===== src/rtl/control_fsm_pkg.sv =====
// ---------------------------------------------------------------------------
// ctrl_pkg
// Shared types and encodings for the multi-cycle control FSM:
//   - state_t   : FSM state encoding (also driven out on the state port)
//   - opclass_t : instruction class produced by the opclass decoder
//   - OP_*      : RV32I major opcode constants
//   - PC_*, IMM_*, ALUA_*, ALUB_*, WB_* : datapath select encodings
// ---------------------------------------------------------------------------
package ctrl_pkg;

    typedef enum logic [2:0] {
        ST_FETCH  = 3'd0,
        ST_DECODE = 3'd1,
        ST_EXEC   = 3'd2,
        ST_MEM    = 3'd3,
        ST_WB     = 3'd4,
        ST_TRAP   = 3'd5
    } state_t;

    typedef enum logic [3:0] {
        CLS_ALU_R,
        CLS_ALU_I,
        CLS_LOAD,
        CLS_STORE,
        CLS_BRANCH,
        CLS_JAL,
        CLS_JALR,
        CLS_LUI,
        CLS_AUIPC,
        CLS_FENCE,
        CLS_ILLEGAL
    } opclass_t;

    localparam logic [6:0] OP_R      = 7'b0110011;
    localparam logic [6:0] OP_I      = 7'b0010011;
    localparam logic [6:0] OP_LOAD   = 7'b0000011;
    localparam logic [6:0] OP_STORE  = 7'b0100011;
    localparam logic [6:0] OP_BRANCH = 7'b1100011;
    localparam logic [6:0] OP_JAL    = 7'b1101111;
    localparam logic [6:0] OP_JALR   = 7'b1100111;
    localparam logic [6:0] OP_LUI    = 7'b0110111;
    localparam logic [6:0] OP_AUIPC  = 7'b0010111;
    localparam logic [6:0] OP_FENCE  = 7'b0001111;

    localparam logic [1:0] PC_PLUS4  = 2'd0;
    localparam logic [1:0] PC_IMM    = 2'd1;
    localparam logic [1:0] PC_ALU    = 2'd2;

    localparam logic [2:0] IMM_I     = 3'd0;
    localparam logic [2:0] IMM_S     = 3'd1;
    localparam logic [2:0] IMM_B     = 3'd2;
    localparam logic [2:0] IMM_U     = 3'd3;
    localparam logic [2:0] IMM_J     = 3'd4;

    localparam logic [1:0] ALUA_RS1  = 2'd0;
    localparam logic [1:0] ALUA_PC   = 2'd1;
    localparam logic [1:0] ALUA_ZERO = 2'd2;

    localparam logic       ALUB_RS2  = 1'b0;
    localparam logic       ALUB_IMM  = 1'b1;

    localparam logic [1:0] WB_ALU    = 2'd0;
    localparam logic [1:0] WB_MEM    = 2'd1;
    localparam logic [1:0] WB_PC4    = 2'd2;

    // Loads and stores are the only classes that pass through MEM.
    function automatic logic isMemClass(opclass_t cls);
        return (cls == CLS_LOAD) || (cls == CLS_STORE);
    endfunction

endpackage


===== src/rtl/control_fsm_if.sv =====
// ---------------------------------------------------------------------------
// control_fsm_if
// Instruction- and data-memory handshake between the control FSM and the
// memory side.
//   imem_req   : instruction fetch request        (FSM -> memory)
//   imem_valid : fetched word valid this cycle    (memory -> FSM)
//   dmem_req   : data access request              (FSM -> memory)
//   dmem_we    : data access is a write           (FSM -> memory)
//   dmem_ready : data access completes this cycle (memory -> FSM)
// The master modport is the FSM side, slave is the memory side.
// ---------------------------------------------------------------------------
interface control_fsm_if;

    logic imem_req;
    logic imem_valid;
    logic dmem_req;
    logic dmem_we;
    logic dmem_ready;

    modport master (
        output imem_req,
        output dmem_req,
        output dmem_we,
        input  imem_valid,
        input  dmem_ready
    );

    modport slave (
        input  imem_req,
        input  dmem_req,
        input  dmem_we,
        output imem_valid,
        output dmem_ready
    );

endinterface


===== src/rtl/control_fsm_opclass.sv =====
// ---------------------------------------------------------------------------
// opclass
// Purely combinational opcode decoder. Maps the 7-bit major opcode to an
// instruction class and flags whether it is a supported opcode.
//   opcode_i  : opcode field of the instruction register
//   opClass_o : decoded class (CLS_ILLEGAL for unsupported opcodes)
//   legal_o   : 1 when the opcode belongs to the supported set
// ---------------------------------------------------------------------------
module opclass
    import ctrl_pkg::*;
(
    input  logic [6:0] opcode_i,
    output opclass_t   opClass_o,
    output logic       legal_o
);

    // Straight opcode lookup; anything unrecognised decodes as illegal.
    always_comb begin
        opClass_o = CLS_ILLEGAL;
        case (opcode_i)
            OP_R:      opClass_o = CLS_ALU_R;
            OP_I:      opClass_o = CLS_ALU_I;
            OP_LOAD:   opClass_o = CLS_LOAD;
            OP_STORE:  opClass_o = CLS_STORE;
            OP_BRANCH: opClass_o = CLS_BRANCH;
            OP_JAL:    opClass_o = CLS_JAL;
            OP_JALR:   opClass_o = CLS_JALR;
            OP_LUI:    opClass_o = CLS_LUI;
            OP_AUIPC:  opClass_o = CLS_AUIPC;
            OP_FENCE:  opClass_o = CLS_FENCE;
            default:   opClass_o = CLS_ILLEGAL;
        endcase
        legal_o = (opClass_o != CLS_ILLEGAL);
    end

endmodule


===== src/rtl/control_fsm.sv =====
// ---------------------------------------------------------------------------
// control_fsm
// Multi-cycle RV32I control unit: FETCH -> DECODE -> EXEC -> (MEM) -> (WB).
// Ports:
//   clk, rst_n         : clock, asynchronous active-low reset
//   OpCode, funct3     : instruction register fields (funct3 only checks JALR)
//   memBus             : imem/dmem handshake (control_fsm_if.master)
//   br_taken           : branch comparator result, used in EXEC
//   ir_we/pc_we/reg_we : instruction, PC and register-file write enables
//   pc_sel, imm_sel    : next-PC and immediate-format selects
//   alu_a_sel/alu_b_sel: ALU operand selects
//   wb_sel             : register write-back source
//   retire, instret    : retire pulse and retired-instruction count
//   trap, state        : sticky illegal-instruction flag and current state
// ---------------------------------------------------------------------------
module control_fsm
    import ctrl_pkg::*;
(
    input  logic                clk,
    input  logic                rst_n,
    input  logic [6:0]          OpCode,
    input  logic [2:0]          funct3,
    control_fsm_if.master       memBus,
    input  logic                br_taken,
    output logic                ir_we,
    output logic                pc_we,
    output logic                reg_we,
    output logic [1:0]          pc_sel,
    output logic [2:0]          imm_sel,
    output logic [1:0]          alu_a_sel,
    output logic                alu_b_sel,
    output logic [1:0]          wb_sel,
    output logic                retire,
    output logic [31:0]         instret,
    output logic                trap,
    output logic [2:0]          state
);

    state_t      state_q, state_d;
    logic [31:0] instret_q, instret_d;
    opclass_t    opClass;
    logic        opLegal;
    logic        imemReq, dmemReq, dmemWe;

    opclass u_opclass (
        .opcode_i  (OpCode),
        .opClass_o (opClass),
        .legal_o   (opLegal)
    );

    // State and retire counter. Reset drops straight back to FETCH, which
    // abandons any data access in flight.
    always_ff @(posedge clk or negedge rst_n) begin
        if (!rst_n) begin
            state_q   <= ST_FETCH;
            instret_q <= 32'd0;
        end else begin
            state_q   <= state_d;
            instret_q <= instret_d;
        end
    end

    // Next-state and control outputs. Everything defaults to idle; while
    // rst_n is low nothing is requested even though the state reads FETCH,
    // so the first fetch request appears in the cycle after release.
    always_comb begin
        state_d   = state_q;
        imemReq   = 1'b0;
        dmemReq   = 1'b0;
        dmemWe    = 1'b0;
        ir_we     = 1'b0;
        pc_we     = 1'b0;
        reg_we    = 1'b0;
        pc_sel    = PC_PLUS4;
        imm_sel   = IMM_I;
        alu_a_sel = ALUA_RS1;
        alu_b_sel = ALUB_RS2;
        wb_sel    = WB_ALU;
        retire    = 1'b0;

        // Operand selects follow the instruction class through EXEC, MEM
        // and WB so the ALU result stays stable until it is consumed.
        if (state_q == ST_EXEC || state_q == ST_MEM || state_q == ST_WB) begin
            case (opClass)
                CLS_ALU_I: begin alu_b_sel = ALUB_IMM; imm_sel = IMM_I; end
                CLS_LOAD:  begin alu_b_sel = ALUB_IMM; imm_sel = IMM_I; end
                CLS_STORE: begin alu_b_sel = ALUB_IMM; imm_sel = IMM_S; end
                CLS_LUI:   begin alu_a_sel = ALUA_ZERO; alu_b_sel = ALUB_IMM; imm_sel = IMM_U; end
                CLS_AUIPC: begin alu_a_sel = ALUA_PC;   alu_b_sel = ALUB_IMM; imm_sel = IMM_U; end
                CLS_BRANCH: imm_sel = IMM_B;
                CLS_JAL:    imm_sel = IMM_J;
                CLS_JALR:  begin alu_b_sel = ALUB_IMM; imm_sel = IMM_I; end
                default: ;
            endcase
        end

        if (rst_n) begin
            case (state_q)
                ST_FETCH: begin
                    imemReq = 1'b1;
                    if (memBus.imem_valid) begin
                        ir_we   = 1'b1;
                        state_d = ST_DECODE;
                    end
                end
                ST_DECODE: begin
                    state_d = opLegal ? ST_EXEC : ST_TRAP;
                end
                ST_EXEC: begin
                    case (opClass)
                        CLS_ALU_R, CLS_ALU_I, CLS_LUI, CLS_AUIPC: state_d = ST_WB;
                        CLS_LOAD, CLS_STORE:                      state_d = ST_MEM;
                        CLS_BRANCH: begin
                            pc_we   = 1'b1;
                            pc_sel  = br_taken ? PC_IMM : PC_PLUS4;
                            retire  = 1'b1;
                            state_d = ST_FETCH;
                        end
                        CLS_JAL: begin
                            reg_we  = 1'b1;
                            wb_sel  = WB_PC4;
                            pc_we   = 1'b1;
                            pc_sel  = PC_IMM;
                            retire  = 1'b1;
                            state_d = ST_FETCH;
                        end
                        CLS_JALR: begin
                            // Only funct3 = 000 is a defined JALR encoding.
                            if (funct3 != 3'b000) begin
                                state_d = ST_TRAP;
                            end else begin
                                reg_we  = 1'b1;
                                wb_sel  = WB_PC4;
                                pc_we   = 1'b1;
                                pc_sel  = PC_ALU;
                                retire  = 1'b1;
                                state_d = ST_FETCH;
                            end
                        end
                        CLS_FENCE: begin
                            pc_we   = 1'b1;
                            retire  = 1'b1;
                            state_d = ST_FETCH;
                        end
                        default: state_d = ST_TRAP;
                    endcase
                end
                ST_MEM: begin
                    dmemReq = 1'b1;
                    dmemWe  = (opClass == CLS_STORE);
                    if (memBus.dmem_ready && isMemClass(opClass)) begin
                        if (opClass == CLS_STORE) begin
                            pc_we   = 1'b1;
                            retire  = 1'b1;
                            state_d = ST_FETCH;
                        end else begin
                            state_d = ST_WB;
                        end
                    end
                end
                ST_WB: begin
                    reg_we  = 1'b1;
                    wb_sel  = (opClass == CLS_LOAD) ? WB_MEM : WB_ALU;
                    pc_we   = 1'b1;
                    retire  = 1'b1;
                    state_d = ST_FETCH;
                end
                ST_TRAP: begin
                    state_d = ST_TRAP;
                end
                default: state_d = ST_TRAP;
            endcase
        end

        instret_d = instret_q + {31'd0, retire};
    end

    assign memBus.imem_req = imemReq;
    assign memBus.dmem_req = dmemReq;
    assign memBus.dmem_we  = dmemWe;
    assign instret         = instret_q;
    assign trap            = (state_q == ST_TRAP);
    assign state           = state_q;

endmodule

===== src/flat_wrapper.sv =====
// flat-port wrapper written by rule: the top's interface ports become plain ports
module control_fsm_flat import ctrl_pkg::*;
  (clk, rst_n, OpCode, funct3, br_taken, ir_we, pc_we, reg_we, pc_sel, imm_sel, alu_a_sel, alu_b_sel, wb_sel, retire, instret, trap, state, memBus_imem_req, memBus_dmem_req, memBus_dmem_we, memBus_imem_valid, memBus_dmem_ready);
  control_fsm_if memBus_i ();
  input  logic clk;
  input  logic rst_n;
  input  logic [6:0] OpCode;
  input  logic [2:0] funct3;
  input  logic br_taken;
  output logic ir_we;
  output logic pc_we;
  output logic reg_we;
  output logic [1:0] pc_sel;
  output logic [2:0] imm_sel;
  output logic [1:0] alu_a_sel;
  output logic alu_b_sel;
  output logic [1:0] wb_sel;
  output logic retire;
  output logic [31:0] instret;
  output logic trap;
  output logic [2:0] state;
  output wire logic [$bits(memBus_i.imem_req)-1:0] memBus_imem_req;
  output wire logic [$bits(memBus_i.dmem_req)-1:0] memBus_dmem_req;
  output wire logic [$bits(memBus_i.dmem_we)-1:0] memBus_dmem_we;
  input wire logic [$bits(memBus_i.imem_valid)-1:0] memBus_imem_valid;
  input wire logic [$bits(memBus_i.dmem_ready)-1:0] memBus_dmem_ready;
  assign memBus_imem_req = memBus_i.imem_req;
  assign memBus_dmem_req = memBus_i.dmem_req;
  assign memBus_dmem_we = memBus_i.dmem_we;
  assign memBus_i.imem_valid = memBus_imem_valid;
  assign memBus_i.dmem_ready = memBus_dmem_ready;
  control_fsm u_core (.clk(clk), .rst_n(rst_n), .OpCode(OpCode), .funct3(funct3), .memBus(memBus_i), .br_taken(br_taken), .ir_we(ir_we), .pc_we(pc_we), .reg_we(reg_we), .pc_sel(pc_sel), .imm_sel(imm_sel), .alu_a_sel(alu_a_sel), .alu_b_sel(alu_b_sel), .wb_sel(wb_sel), .retire(retire), .instret(instret), .trap(trap), .state(state));
endmodule

===== config.mk =====
export PLATFORM = sky130hd
export DESIGN_NAME = control_fsm_flat
export DESIGN_NICKNAME = d
export VERILOG_FILES = /design/src/rtl/control_fsm_pkg.sv /design/src/rtl/control_fsm_if.sv /design/src/rtl/control_fsm_opclass.sv /design/src/rtl/control_fsm.sv /design/src/flat_wrapper.sv
export SDC_FILE = /design/constraint.sdc
export NUM_CORES = 1
export LEC_CHECK = 0
export CAP_MARGIN = 40
export CORE_MARGIN = 2
export CORE_UTILIZATION = 44
export CTS_BUF_LIST = sky130_fd_sc_hd__clkbuf_4
export DETAILED_ROUTE_END_ITERATION = 10
export GPL_TIMING_DRIVEN = 0
export PLACE_DENSITY = 0.79
export REMOVE_ABC_BUFFERS = 1
export SLEW_MARGIN = 10
export SYNTH_ARGS = -nofsm -noshare
export SYNTH_HDL_FRONTEND = slang
export SYNTH_HIERARCHICAL = 1
export SYNTH_SLANG_ARGS = --single-unit

===== constraint.sdc =====
create_clock -name clk -period 3.05 [get_ports clk]
set_input_delay 0.61 -clock clk [delete_from_list [all_inputs] [get_ports clk]]
set_output_delay 0.61 -clock clk [all_outputs]
set_load 0.05 [all_outputs]

Yosys cells after proc, flatten, opt, wreduce, memory -nomap -nowiden
Index checks and enable logic that the tools add are counted.

cells by class
  add/subtract/negate cells = 1
  bitwise logic cells = 0
  shift operators = 0
  reductions and logical operators = 13
  multipliers = 0
  multiplexer cells = 41
  div/mod/pow operators = 0
  $lt $le $gt $ge = 0
  eq/ne operators = 27

operators by type and width
  operator              number
  $pmux W4 S10          1
  $add A32 B1 Y32       1
  $pmux W3 S4           2
  $eq A7 B6 Y1 const B  3
  $eq A7 B7 Y1 const B  3
  $mux W1               18
  $mux W3               6
  $eq A4 B3 Y1 const B  4
  $pmux W3 S5           1
  $eq A7 B5 Y1 const B  2
  $pmux W2 S2           3
  $mux W2               5
  $eq A4 B2 Y1 const B  2
  $eq A4 B4 Y1 const B  2
  $eq A7 B2 Y1 const B  1
  $eq A7 B4 Y1 const B  1
  $eq A3 B2 Y1 const B  2
  $eq A3 B3 Y1 const B  2
  $pmux W1 S2           3
  $pmux W2 S3           1
  $reduce_or A6 Y1      1
  $eq A4 B1 Y1 const B  1
  $logic_not A4 Y1      1
  $ne A2 B2 Y1 const B  2
  11 further kinds      14

word-level totals
  input bits = 15
  flip-flop bits (word level) = 35
  memories kept = 0
  bits in latches = 0
  output and inout bits = 53
  bits in read-only memories = 0
  RAM bits = 0

Depth between registers and ports, before layout
  depth after elaboration = 9
  mapped depth = 17
  depth with buffers taken out = 14

By module
Netlist, hierarchy kept.

by module, submodules not included
  module       area an instance (µm²)  cells each  times used  sequential area each (µm²)
  control_fsm  1953.1                  203         1           875.8
  opclass      212.7                   34          1           0.0

Least setup slack after synthesis
Ideal clock, no wire load.

  kind = input -> register
  start point = in OpCode[2]
  end point = reg u_core.instret_q[20], in the netlist u_core/instret[20]
  data arrival time = 4677 ps
  slack = -1769 ps
  required time = 2908 ps
  library setup time = 142 ps
  stages = 16
  buffers on the path = 3
  cells stage by stage = buf_2 -> xnor2_1 -> a21oi_1 -> or3_1 -> a21oi_1 -> clkbuf_1 -> nor2b_1 -> nand3_1 -> o21ai_0 -> ha_1 -> ha_1 -> and4_1 -> nor3b_2 -> buf_4 -> nand4_1 -> xnor2_1

on the way
  word-level cells in the longest chain between the ends = 9
  elaborated cells on any way between the ends = 26

RTL lines
  item                                                  line                       text
  start, declared                                       flat_wrapper.sv:7          input logic [6:0] OpCode;
  $eq A7 B4 Y1 (tied with other cells)                  control_fsm_opclass.sv:20  case (opcode_i)
  $pmux W4 S10 *                                        control_fsm_opclass.sv:20
  net u_core.opClass[0]                                 control_fsm.sv:41          opclass_t opClass;
  branches (longest 4 deep; another with $eq A4 B3 Y1)  -
  $pmux W1 S3 *                                         -
  $mux W1 *                                             -
  net pc_we                                             flat_wrapper.sv:11         output logic pc_we;
  $add A32 B1 Y32 *                                     control_fsm.sv:175         instret_d = instret_q + {31'd0, retire};
  net u_core.instret_d[20]                              control_fsm.sv:40          logic [31:0] instret_q, instret_d;
  end signal, assigned                                  control_fsm.sv:59          instret_q <= instret_d;
  end, declared                                         control_fsm.sv:40

Mark *: on every way through the listed nets, which the timed path passes.
A chain may end at the register's enable or synchronous reset.

Worst setup path after layout
  start point = in OpCode[2]
  end point = reg u_core.instret_q[30], in the netlist u_core/instret[30]

on the way
  word-level cells in the longest chain between the ends = 9
  elaborated cells on any way between the ends = 26

RTL lines
  item                                                  line                       text
  $eq A7 B4 Y1 (tied with other cells)                  control_fsm_opclass.sv:20
  $pmux W4 S10 *                                        control_fsm_opclass.sv:20
  net u_core.opClass[0]                                 control_fsm.sv:41
  branches (longest 4 deep; another with $eq A4 B3 Y1)  -
  $pmux W1 S3 *                                         control_fsm.sv:98          case (state_q)
  $mux W1 *                                             control_fsm.sv:97          if (rst_n) begin
  $add A32 B1 Y32 *                                     control_fsm.sv:175
  net u_core.instret_d[30]                              control_fsm.sv:40

Marks and branches as above.

==> run metrics <==
run status=finished, violations left; failing checks=setup timing; critical path type=in -> reg; DPL Wire Length=3627 µm; clock latency on the worst-skew pair=340 ps; power after layout=1.118 mW; Overall Global Routing Usage=0.2333; mean post-synth cell area=9.139 µm²; area grow syn2layout=60.25%; CP top delay family=simple AND/OR/NAND/NOR gates; Ys Warns=6; number of synthesized flops with an enable pin=0; Worst-path clk slew=120 ps; Data required, critical path=3290 ps; crit start category=input port; mean routed wirelength per cell=16.52 µm; RSZ-0062 raised after global routing=true; max-slew violations=0; Hold Vio Cnt, Final=0; Netlist cell types=48; Die X=74.16 µm; Synth Instances=237; crit path time final=3164 ps; Max Fclk=316.0 MHz; clock tree buffer depth=2; CTS Sinks=35; Worst EP arrival=3400 ps; cell area after synthesis=2166 µm²; PD cells=322.1 nW/µm²; die height=74.16 µm; initial antenna violation count=0; first-pass GRT wire length=9991 µm; H-tree lvl count=2; via density per instance=5.607; most frequent cells in the layout=clkdlybuf4s50_1, dfrtp_1, xnor2_1; IO Pins=68; Fillers=321; Die Area=5500 µm²; routed vias=2226; leak pwr=1.444 nW; ant diodes=0; buffers added on ports=67; CP max FO=6; fin worst setup slack=-114.3 ps; pin count of the biggest net entering global routing=35; Seq cells post-synth=35; Placed Area=2880 µm²; Worst Clk Skew=15.61 ps; max-cap viol count=0; drt first-iter violations=126; maximum VDD drop=267.4 µV; GPL Wtd Cong=0.8059; commonest non-fill, non-tap cell in the layout=clkdlybuf4s50_1; GRT overflow=0; final wirelength=6558 µm; CTS Buf Count=5; Core ar.=4723 µm²; root buffer cell=clkbuf_4; layout cells sized above 1=0.3030; fraction of registers with async set/reset=1.000; floorplan row count=25; HP Class=in -> async; DRT antenna net count=0; CP Capture Type=flop; most used cell, CP=ha_4; DRC viols=0; worst path bufs/invs=2; Seq/Total Area, Yosys=0.4044; Final setup viols=15; number of global-route vias before repair=2186; crit-path cells=buf_12, xnor2_2, a21oi_1, or3_4, a21oi_4, nor2b_4, nand3_2, o21ai_4, ha_4, ha_4, and4_4, nor3b_4, buf_6, nand4_1, xnor2_1; drt pass-1 iters=4; slowest CP cell=or3_4; worst relative slew slack=0.6222; CP peak stage delay=400 ps; CTS tree=yes; Tightest Pin Transition=566.8 ps; starting density of the core=0.4585; Post-synth top flop=dfrtp_1; nets=346; Final period util=1.037; Final Cell Area=3471 µm²
## worst paths after layout
| path | endpoint | startpoint | depth (start not counted) | slack (ps) |
|---|---|---|---|---|
| max in group asynchronous | u_core/state[0] | rst_n | 2 | 2470 |
| worst min register to register | u_core/instret[31] | u_core/instret[31] | 1 | 490 |
| min in group clk | u_core/instret[31] | u_core/instret[31] | 1 | 490 |
| worst min-delay path | u_core/instret[6] | rst_n | 1 | 110 |
| worst max-delay path | u_core/instret[30] | OpCode[2] | 15 | -110 |
| worst max register to register | u_core/instret[30] | u_core/state[1] | 11 | 260 |
## Yosys cell counts, types with 4 or more instances
library cell   n  area [µm²]
dfrtp_1       35       875.8
xnor2_1       28       245.2
nand2_1       21       78.83
nand3_1       19       95.09
nor2_1        16       60.06
nand4_1       13       81.33
a21oi_1       10       50.05
nor2b_1        9       56.30
clkbuf_1       7       26.28
o21ai_0        6       30.03
nor3_1         5       25.02
and2_1         4       25.02
and3_1         4       25.02
nor3b_1        4       30.03
o21bai_1       4       30.03
## final cells by class
class                   count  area, µm²  share of cell area
clock inverters             3      43.79             0.01262
flip-flops and latches     35      875.8              0.2523
well taps                  67      83.83             0.02415
clock buffers               5      37.54             0.01081
repair buffers             98      919.6              0.2650
inverters                   3      11.26            0.003244
multi-input cells         186       1499              0.4319
## routing by layer
layer,routed length (µm),global-route usage,vias up
met5,0,0,-
met4,155,0.1071,0
met3,273,0.03930,18
met2,3443,0.4008,82
met1,2685,0.2861,1101
li1,-,-,1025
## cells by family after synthesis
group | share of synthesized area
buffers and inverters | 0.03639
DFF | 0.4044
AOI/OAI and AO/OA | 0.1086
muxes | 0.004622
and+or+nand+nor | 0.3091
xor gates and xnor gates | 0.1254
adders and majority gates | 0.01155
## state kept, by name (all words and copies together) (netlist names)
name,flops
u_core/instret,32
u_core/state,3
## timing repair
action                                  4_1_cts  5_1_grt
cloned                                        1        0
hold buffers                                  0        0
gates resized for setup                     132       59
pin swaps                                    20       19
setup buffers                                27        2
endpoints found under the setup margin       48       38
## metrics by stage
step / utilization / setup WS, ps / setup TNS [ps] / hold WS, ps / cells
after detailed placement: 0.6098 / -2132 / -73880 / 472.6 / 361
after global routing: 0.7348 / -218.9 / -2532 / 104.2 / 397
after CTS: 0.7187 / -52.02 / -145.2 / 107.6 / 397
final: 0.7348 / -114.3 / -968.1 / 114.9 / 397
after global placement: 0.6040 / -2269 / -88920 / 462.3 / 358
after floorplan: - / -3032 / -96530 / 314.4 / 224
## where the power goes
part           switching [mW]  internal [mW]
Combinational           0.160          0.110
Sequential             0.0294          0.481
Clock                   0.165          0.172
Power figures use the tool's default switching activity.
